[config.mk]
export PLATFORM = sky130hd
export DESIGN_NAME = ace_aw_snoop_sequencer
export DESIGN_NICKNAME = d
export VERILOG_FILES = /design/src/rtl/ace_aw_snoop_sequencer.sv
export SDC_FILE = /design/constraint.sdc
export NUM_CORES = 1
export LEC_CHECK = 0
export ABC_AREA = 1
export CAP_MARGIN = 30
export CORE_MARGIN = 3
export CORE_UTILIZATION = 35
export DETAILED_ROUTE_END_ITERATION = 12
export PLACE_DENSITY = 0.87
export SKIP_CTS_REPAIR_TIMING = 1
export SLEW_MARGIN = 30
export SYNTH_ARGS = -nofsm -noshare
export SYNTH_HDL_FRONTEND = slang
export SYNTH_SLANG_ARGS = --single-unit
[constraint.sdc]
create_clock -name clk_i -period 3.5 [get_ports clk_i]
set_clock_uncertainty 0.15 [all_clocks]
set_input_delay 0.7 -clock clk_i [delete_from_list [all_inputs] [get_ports clk_i]]
set_output_delay 0.7 -clock clk_i [all_outputs]
set_load 0.005 [all_outputs]
[src/rtl/ace_aw_snoop_sequencer.sv]
// ACE write-address sequencer: snoops the single coherent master when the decoder asks for it,
// then forwards the registered AW beat downstream; illegal beats are dropped and counted.
package ace_aw_snoop_sequencer_pkg;
  typedef struct packed {
    logic [63:0] addr;
    logic [2:0]  prot;
    logic [3:0]  snoop;
    logic [1:0]  domain;
    logic [1:0]  bar;
    logic [5:0]  atop;
  } aw_chan_t;
  typedef logic [3:0] acsnoop_t;
endpackage

module ace_aw_snoop_sequencer #(
  parameter type aw_chan_t = ace_aw_snoop_sequencer_pkg::aw_chan_t,
  parameter type acsnoop_t = ace_aw_snoop_sequencer_pkg::acsnoop_t,
  parameter int unsigned AddrWidth = 64,
  parameter int unsigned CntWidth  = 8
) (
  input  logic                 clk_i,
  input  logic                 rst_i,
  input  aw_chan_t             aw_i,
  input  logic                 aw_valid_i,
  output logic                 aw_ready_o,
  input  acsnoop_t             acsnoop_i,
  input  logic                 snooping_i,
  input  logic                 illegal_i,
  output logic                 ac_valid_o,
  input  logic                 ac_ready_i,
  output logic [AddrWidth-1:0] ac_addr_o,
  output acsnoop_t             ac_snoop_o,
  output logic [2:0]           ac_prot_o,
  input  logic                 cr_valid_i,
  output logic                 cr_ready_o,
  input  logic [4:0]           cr_resp_i,
  output aw_chan_t             aw_o,
  output logic                 aw_valid_o,
  input  logic                 aw_ready_i,
  output logic [4:0]           snoop_resp_o,
  output logic                 snoop_err_o,
  output logic                 illegal_o,
  output logic [CntWidth-1:0]  illegal_cnt_o
);

  typedef enum logic [2:0] {IDLE, AC_REQ, CR_WAIT, FWD, DROP} state_e;

  state_e              state_q, state_d;
  aw_chan_t            aw_q, aw_d;
  acsnoop_t            snoop_q, snoop_d;
  logic [4:0]          resp_q, resp_d;
  logic                err_q, err_d;
  logic [CntWidth-1:0] cnt_q, cnt_d;

  always_comb begin
    state_d = state_q;
    aw_d    = aw_q;
    snoop_d = snoop_q;
    resp_d  = resp_q;
    err_d   = 1'b0;
    cnt_d   = cnt_q;
    case (state_q)
      IDLE: if (aw_valid_i) begin
        aw_d    = aw_i;
        snoop_d = acsnoop_i;
        // illegal wins over snooping; the decoder flags are folded into the next state
        if (illegal_i)       state_d = DROP;
        else if (snooping_i) state_d = AC_REQ;
        else                 state_d = FWD;
      end
      AC_REQ: if (ac_ready_i) state_d = CR_WAIT;
      CR_WAIT: if (cr_valid_i) begin
        resp_d  = cr_resp_i;
        err_d   = cr_resp_i[1];
        state_d = FWD;
      end
      FWD: if (aw_ready_i) state_d = IDLE;
      DROP: begin
        if (cnt_q != {CntWidth{1'b1}}) cnt_d = cnt_q + 1'b1;
        state_d = IDLE;
      end
      default: state_d = IDLE;
    endcase
  end

  always_ff @(posedge clk_i or posedge rst_i) begin
    if (rst_i) begin
      state_q <= IDLE;
      aw_q    <= '0;
      snoop_q <= '0;
      resp_q  <= '0;
      err_q   <= 1'b0;
      cnt_q   <= '0;
    end else begin
      state_q <= state_d;
      aw_q    <= aw_d;
      snoop_q <= snoop_d;
      resp_q  <= resp_d;
      err_q   <= err_d;
      cnt_q   <= cnt_d;
    end
  end

  // reset forces IDLE, so ready must also be masked by rst_i itself
  assign aw_ready_o    = (state_q == IDLE) && !rst_i;
  assign ac_valid_o    = (state_q == AC_REQ);
  assign cr_ready_o    = (state_q == CR_WAIT);
  assign aw_valid_o    = (state_q == FWD);
  assign illegal_o     = (state_q == DROP);
  assign ac_addr_o     = AddrWidth'(aw_q.addr);
  assign ac_prot_o     = aw_q.prot;
  assign ac_snoop_o    = snoop_q;
  assign aw_o          = aw_q;
  assign snoop_resp_o  = resp_q;
  assign snoop_err_o   = err_q;
  assign illegal_cnt_o = cnt_q;

endmodule
-- Word level (Yosys, flattened, before mapping)
Index checks and enable logic that the tools add are counted.
- bits in registers: 102
- word-level logic and storage cells: 37
- output and inout bits: 171
- input port bits: 98
- muxes and demuxes: 9
- reduce and logical (&&, ||, !) cells: 7
- equality and inequality tests: 9
- add/sub/neg operators: 1
- operators by type and width (operator ; count):
    $mux 3 ; 5
    $pmux 3 s4 ; 1
    $add 8x1->8 const B ; 1
    $ne 8x8->1 const B ; 1
    $eq 3x2->1 const B ; 2
    $reduce_and 2->1 ; 3
    $ne 2x1->1 const B ; 2
    $ne 2x2->1 const B ; 2
    $reduce_and 4->1 ; 1
    $eq 3x1->1 const B ; 1
    $eq 3x3->1 const B ; 1
    $logic_not 3->1 ; 1
    $mux 1 ; 2
    $mux 2 ; 1
    $logic_and 1x1->1 ; 1
    $logic_not 1->1 ; 1

-- Logic depth before layout (Yosys ltp)
Gate-level depths: netlist of run 1.
- depth after elaboration: 4
- depth in mapped cells: 8
- mapped depth without buffers: 8

-- Least setup slack after synthesis of run 1
No wires, ideal clock.
- kind: register to output
- from: register state_q[0]
- to: output aw_ready_o
- stages on the path, launching flop included: 5
- buffers on the path: 1
- path slack: 1700 ps
- required time: 2650 ps
- arrival time: 950 ps
- cell sequence: dfrtp_1 nor2_4 nand2_4 clkbuf_1 nor2_1
- word-level cells in the longest chain between the ends: 2
- RTL lines (element ; RTL line ; RTL):
    start, declared ; 48 ; state_e state_q, state_d;
    start signal, assigned ; 95 ; state_q <= state_d;
    $logic_not 3->1 ; 105 ; assign aw_ready_o = (state_q == IDLE) && !rst_i;
    $logic_and 1x1->1 ; 105 ;
    end, declared ; 25 ; output logic aw_ready_o,
Every way passes these cells.

-- Final worst setup path of run 1
- from: input rst_i
- to: output aw_ready_o
- word-level cells in the longest chain between the ends: 2
- RTL lines (element ; RTL line ; RTL):
    start, declared ; 22 ; input logic rst_i,
    $logic_not 1->1 ; 105 ;
    $logic_and 1x1->1 ; 105 ;
Every way passes these cells.

==> results of run 1 <==
==> critical path, stage by stage <==
cell and delay, ns:
clkdlybuf4s50_1 0.47, nor2_1 0.13, clkdlybuf4s50_1 0.51
==> sequential cells by signal, indices dropped and copies added, names as in the netlist <==
register / count
ac_addr_o: 64
aw_o: 14
illegal_cnt_o: 8
snoop_resp_o: 5
ac_snoop_o: 4
ac_prot_o: 3
state_q: 3
snoop_err_o: 1
==> per-stage QoR <==
stage	power, uW	area (um^2)	worst slack, ns
2_1_floorplan	3590	4810	1.43
4_1_cts	6310	7410	0.855
6_report	6200	7410	0.846
5_1_grt	6690	7410	0.799
3_5_place_dp	5220	7100	0.868
3_3_place_gp	5120	7100	0.862
==> power by group <==
group | internal [uW] | total, uW | switching, uW | leakage [uW]
sequential | 1700 | 2090 | 393 | 0.00128
clock | 637 | 1050 | 414 | 0.000150
combinational | 1830 | 3060 | 1230 | 0.00199
==> layout by cell type, fill, tap and decap left out, types with 2 or more instances in the layout <==
master / instances
o21ai_1: 7
a21oi_1: 2
dfrtp_1: 102
nor2_4: 2
inv_1: 19
clkdlybuf4s50_1: 268
nand2_1: 222
buf_12: 2
inv_2: 2
bufinv_16: 2
buf_4: 5
nand3_1: 12
clkinvlp_4: 2
o21ai_0: 82
clkbuf_16: 9
nor2_1: 10
xnor2_1: 2
==> layout make-up <==
cell class | instances | area, um^2
fillers | 1198 | 5930
repair buffers | 275 | 2760
flip-flops and latches | 102 | 2550
multi-input cells | 346 | 1480
clock buffers | 10 | 239
well taps | 176 | 220
inverters | 22 | 86.3
clock inverters | 4 | 72.6
==> kinds of logic (layout without fill, tap and decap cells) <==
logic type,after synthesis,count (layout),synth area share [%]
DFF,102,102,53.1
and+or+nand+nor,251,251,20.6
adders and majority gates,1,1,0.260
AOI/OAI and AO/OA,91,91,9.48
buffers and inverters,116,311,16.0
xor gates and xnor gates,3,3,0.547
==> worst max path at each step <==
| stage | endpoint | cells after the start | slack, ns | start |
|---|---|---|---|---|
| after floorplan | ac_addr_o[0] | 1 | 1.43 | rst_i |
| after global placement | aw_ready_o | 3 | 0.86 | rst_i |
| after detailed placement | aw_ready_o | 3 | 0.87 | rst_i |
| after CTS | aw_ready_o | 3 | 0.86 | rst_i |
| after global routing | cr_ready_o | 4 | 0.80 | state_q[0] |
| final | aw_ready_o | 3 | 0.85 | rst_i |
==> per-layer routing <==
metal  wire (um)  vias to the layer above  global-route usage (%)
met4         247                        0                    5.74
met5           0                        -                       0
li1            -                     2085                       -
met1        5190                     1971                    20.6
met2        6970                      178                    30.2
met3         999                       18                    4.07
==> key figures, run 1 <==
Worst hold path
  – Hold path startpoint: snoop_resp_o[3]
  – Hold Path Stages: 2
  – Worst min-delay path class: flop to flop
  – Worst hold path endpoint: snoop_resp_o[3]

Synthesis
  – Cell taking the most area after synthesis: dfrtp_1
  – Gate Count Post-Synth: 564
  – Number of synthesized flops with an enable pin: 0
  – Register area share after synthesis: 53.1%
  – Mapped Area: 4810 um^2
  – Yosys warns: 0
  – Synth top area share: 53.1%
  – Synth Register Bits: 102
  – Prevailing post-synth register cell: dfrtp_1
  – Async S/R FF share, synth: 100%
  – Unique masters post-synth: 22
  – Syn avg cell area: 8.52 um^2
  – Synth area leaders: dfrtp_1, nand2_1, buf_4, o21ai_0, buf_6
  – Top cells by count, synth: nand2_1, dfrtp_1, o21ai_0
  – Syn Nets: 663
  – Count leader, synth: nand2_1

Final layout
  – Final Util: 55.5%
  – Antenna diodes: 0
  – Finished Layout Cells: 935
  – Final net count: 855
  – Share of cells above drive strength 1: 3.82%
  – Area Overhead vs Synth: 54.3%

Clocking
  – Cts bufs inserted: 9
  – TritonCTS clock tree: done
  – Max clock buf depth: 2
  – # clock sinks: 102
  – Skew-Pair Late Insertion Delay: 0.33 ns
  – Root Buffer: clkbuf_16
  – CTS clk-pin slew, worst paths: 0.06 ns
  – H-tree depth: 3

Timing
  – Fmax: 0.377 GHz
  – # setup viols final: 0
  – Final Critical Period: 2.65 ns
  – Unrepaired setup endpoints after global routing: no
  – Worst slew margin: 48.0%
  – Setup tns final: 0 ns
  – Pins over their slew limit: 0
  – Tcrit/Tclk final: 75.8%
  – Final Hold Viols: 0
  – Actual slew at the worst max-slew pin: 0.780 ns
  – Min Hold Slack: 0.326 ns

Worst setup path
  – R2R depth: 6
  – Critical Path End Type: primary output
  – Reg2Reg Setup Slack: 1.63 ns
  – WS Path Type: primary input to primary output
  – Crit Path Max Fanout: 2
  – Reg2reg start: state_q[0]
  – Crit path DAT: 1.80 ns
  – Reg2reg end: ac_addr_o[62]
  – Worst EP required: 2.65 ns
  – Setup crit start kind: primary input

Die
  – IO Pins: 269
  – Starting Density: 36.0%
  – Die H: 123 um
  – Die area: 15200 um^2
  – Die X: 123 um
  – Core area: 13300 um^2
  – Core Rows: 42

Place
  – Placed Cells: 921
  – # port buffers: 268
  – Global placer's final weighted congestion: 0.799
  – Post-DP HPWL: 9.77 mm

Global route
  – All-Layer GR Usage: 17.2%
  – Largest net degree at the start of global routing: 103
  – Initial antenna violation count: 0
  – First-pass GRT wire length: 20.6 mm
  – Vias in the first global route: 4065
  – Overflow after GRT: 0

Route
  – Drt total wl: 13.4 mm
  – Drt drc: 0
  – Drt pass-1 iters: 5
  – WL per Instance: 14.3 um
  – Antenna-violating nets left: 0
  – Via density: 4.55
  – Vias: 4252
  – Initial DRC count: 253

Run status
  – Status: completed

Job
  – Max-cap viol count: 0

Power and ir drop
  – Peak supply drop: 0.000419 V
  – Leakage power: 0.00342 uW
  – Pwr/cell area: 837 nW/um^2
(Power assumes the default switching activity.)
==> run 2, diff against run 1 <==
--- a/config.mk
+++ b/config.mk
@@ -8,9 +8,9 @@
 export ABC_AREA = 1
 export CAP_MARGIN = 30
 export CORE_MARGIN = 3
-export CORE_UTILIZATION = 35
+export CORE_UTILIZATION = 39
 export DETAILED_ROUTE_END_ITERATION = 12
-export PLACE_DENSITY = 0.87
+export PLACE_DENSITY = 0.91
 export SKIP_CTS_REPAIR_TIMING = 1
 export SLEW_MARGIN = 30
 export SYNTH_ARGS = -nofsm -noshare
==> constraint.sdc (replaced) <==
create_clock -name clk_i -period 2.55 [get_ports clk_i]
set_clock_uncertainty 0.15 [all_clocks]
set_input_delay 0.51 -clock clk_i [delete_from_list [all_inputs] [get_ports clk_i]]
set_output_delay 0.51 -clock clk_i [all_outputs]
set_load 0.005 [all_outputs]
==> run 2 against run 1 <==
Net effect: clock-buffer cell count is 1 lower; critical path type is now flop to primary output; critical path depth is 1 higher; highest routed layer unchanged; hold slack better by 0.0080 ns; final area is 0.14% lower; routed wire length grew 2.2%; power rose by 39%; cell count down 3.4%; via count rose by 0.73%; utilization is 7.7 points higher; sequential cell count is the same; combinational power is 37% higher.
==> key figures, run 2 (same netlist as run 1, synthesis figures left out) <==
Clocking
  – # clock sinks: 102 (unchanged)
  – CTS clk-pin slew, worst paths: 0.07 ns (about the same)
  – Cts bufs inserted: 9 (unchanged)
  – TritonCTS clock tree: done
  – Max clock buf depth: 2 (unchanged)
  – Skew-Pair Late Insertion Delay: 0.33 ns (about the same)
  – H-tree depth: 3 (unchanged)
  – Root Buffer: clkbuf_16

Die
  – Core area: 11700 um^2 (-12%)
  – Die area: 13700 um^2 (-9.8%)
  – Die H: 117 um (-5.0%)
  – Starting Density: 41.0% (+5.0 points)
  – Die X: 117 um (-5.0%)
  – Core Rows: 39 (-7.1%)
  – IO Pins: 269 (unchanged)

Worst setup path
  – Setup crit start kind: flop
  – WS Path Type: flop to primary output
  – CP Cell Sequence: nor2_4 > nand2_1 > inv_1 > clkdlybuf4s50_1
  – Reg2Reg Setup Slack: 0.64 ns (-0.99 ns)
  – CP max stage cell: clkdlybuf4s50_1
  – Crit path DAT: 1.75 ns (-0.05 ns)
  – Critical Path End Type: primary output
  – Critical Path Start: state_q[0]
  – Slowest stage delay, CP: 0.53 ns (+0.02 ns)
  – Crit path buf inv count: 2 (unchanged)
  – Reg2reg start: state_q[0]
  – Worst EP required: 1.89 ns (-0.76 ns)
  – Crit Path Max Fanout: 6 (+4)
  – Top Family by Delay on Critical Path: buffers and inverters

Place
  – Global placer's final weighted congestion: 0.832 (+4.1%)
  – # port buffers: 268 (unchanged)
  – Post-DP HPWL: 9.88 mm (+1.2%)
  – Placed Cells: 887 (-3.7%)

Final layout
  – Most frequent cells in the layout: clkdlybuf4s50_1, nand2_1, dfrtp_1, o21ai_0, inv_1
  – Share of cells above drive strength 1: 3.95% (+0.13 points)
  – Final net count: 854 (-0.12%)
  – Antenna diodes: 0 (unchanged)
  – Commonest non-fill, non-tap cell in the layout: clkdlybuf4s50_1
  – Largest register FFs: 64 (unchanged)
  – Finished Layout Cells: 903 (-3.4%)
  – Area Overhead vs Synth: 54.0%
  – Fill count: 935 (-22%)

Global route
  – Initial antenna violation count: 0 (unchanged)
  – First-pass GRT wire length: 21.1 mm (+2.4%)
  – Overflow after GRT: 0 (unchanged)
  – Vias in the first global route: 4198 (+3.3%)
  – Largest net degree at the start of global routing: 103 (unchanged)
  – All-Layer GR Usage: 19.6% (+2.4 points)

Route
  – Vias: 4283 (+0.73%)
  – Drt pass-1 iters: 4 (-1)
  – Via density: 4.74 (+4.3%)
  – Drt total wl: 13.7 mm (+2.2%)
  – WL per Instance: 15.2 um (+5.8%)
  – Initial DRC count: 301 (+19%)
  – Antenna-violating nets left: 0 (unchanged)
  – Drt drc: 0 (unchanged)

Job
  – Max-cap viol count: 0 (unchanged)

Timing
  – # setup viols final: 0 (unchanged)
  – Tcrit/Tclk final: 94.5%
  – Unrepaired setup endpoints after global routing: no
  – Pins over their slew limit: 0 (unchanged)
  – Fmax: 0.415 GHz
  – Worst slew margin: 63.2% (+15 points)
  – Final Hold Viols: 0 (unchanged)
  – Final Critical Period: 2.41 ns
  – Actual slew at the worst max-slew pin: 0.553 ns (-0.228 ns)
  – Setup tns final: 0 ns (unchanged)

Power and ir drop
  – Peak supply drop: 0.000680 V (+62%)
  – Clock power share: 17.8% (+0.9 points)
  – Sequential share of power: 33.5% (-0.2 points)
  – Int Pwr: 5800 uW (+39%)
  – Pwr/cell area: 1170 nW/um^2 (+39%)
  – Leakage power: 0.00344 uW (+0.39%)
  – Overall Power: 8640 uW (+39%)
  – Switching share of total power: 32.8% (about the same)
  – P_sw: 2830 uW (+39%)
  – Combinational power share: 48.6% (-0.7 points)

Run status
  – Status: completed

Worst hold path
  – Hold path startpoint: snoop_resp_o[3]
  – Worst min-delay path class: flop to flop
## run 2: per-layer routing
layer / vias to the layer above / GRT usage [%] / wire length [um]
met5: - / 0 / 0
met4: 0 / 6.80 / 280
met3: 20 / 5.35 / 1090
met2: 191 / 34.1 / 6910
met1: 1993 / 23.3 / 5410
li1: 2079 / - / -
## run 2: path summary, 6_finish.rpt
path | to | cells past startpoint
setup / recovery | cr_ready_o | 4
hold / removal | snoop_resp_o[3] | 2
setup reg to reg | ac_addr_o[10] | 7
hold reg to reg | snoop_resp_o[3] | 2
max in group asynchronous | ac_addr_o[56] | 3
min in group asynchronous | ac_addr_o[39] | 3
## run 2: worst reg2reg max path, delay by kind of cell (launching register included)
family | cells | cell delay (ns)
buf+inv | 2 | 0.53
flops | 1 | 0.43
simple gates | 5 | 0.73
## run 2: stage by stage
step / util (%) / hold WS, ns / setup WS, ns / area (um^2)
final: 63.2 / 0.334 / 0.141 / 7400
after global routing: 63.2 / 0.352 / 0.0328 / 7400
after CTS: 63.2 / 0.336 / 0.118 / 7400
after detailed placement: 60.3 / 0.319 / 0.273 / 7070
after global placement: 60.3 / 0.310 / 0.293 / 7070
after floorplan: - / 0.315 / 0.672 / 4810
## run 2: power groups by stage
| stage | logic [uW] | clock network [uW] | registers (uW) |
|---|---|---|---|
| 5_1_grt | 4650 | 1640 | 2990 |
| 4_1_cts | 4290 | 1570 | 2900 |
| 2_1_floorplan | 2070 | 0 | 2860 |
| 3_3_place_gp | 4130 | 0 | 2890 |
| 3_5_place_dp | 4270 | 0 | 2920 |
| 6_report | 4200 | 1540 | 2900 |
## run 2: cell type report
type	count	area, um^2	area share [%]
clock buffers	9	225	3.04
clock inverters	7	113	1.52
inverters	22	86.3	1.17
multi-input cells	346	1480	20.0
flip-flops and latches	102	2550	34.5
well taps	143	179	2.42
repair buffers	274	2770	37.3
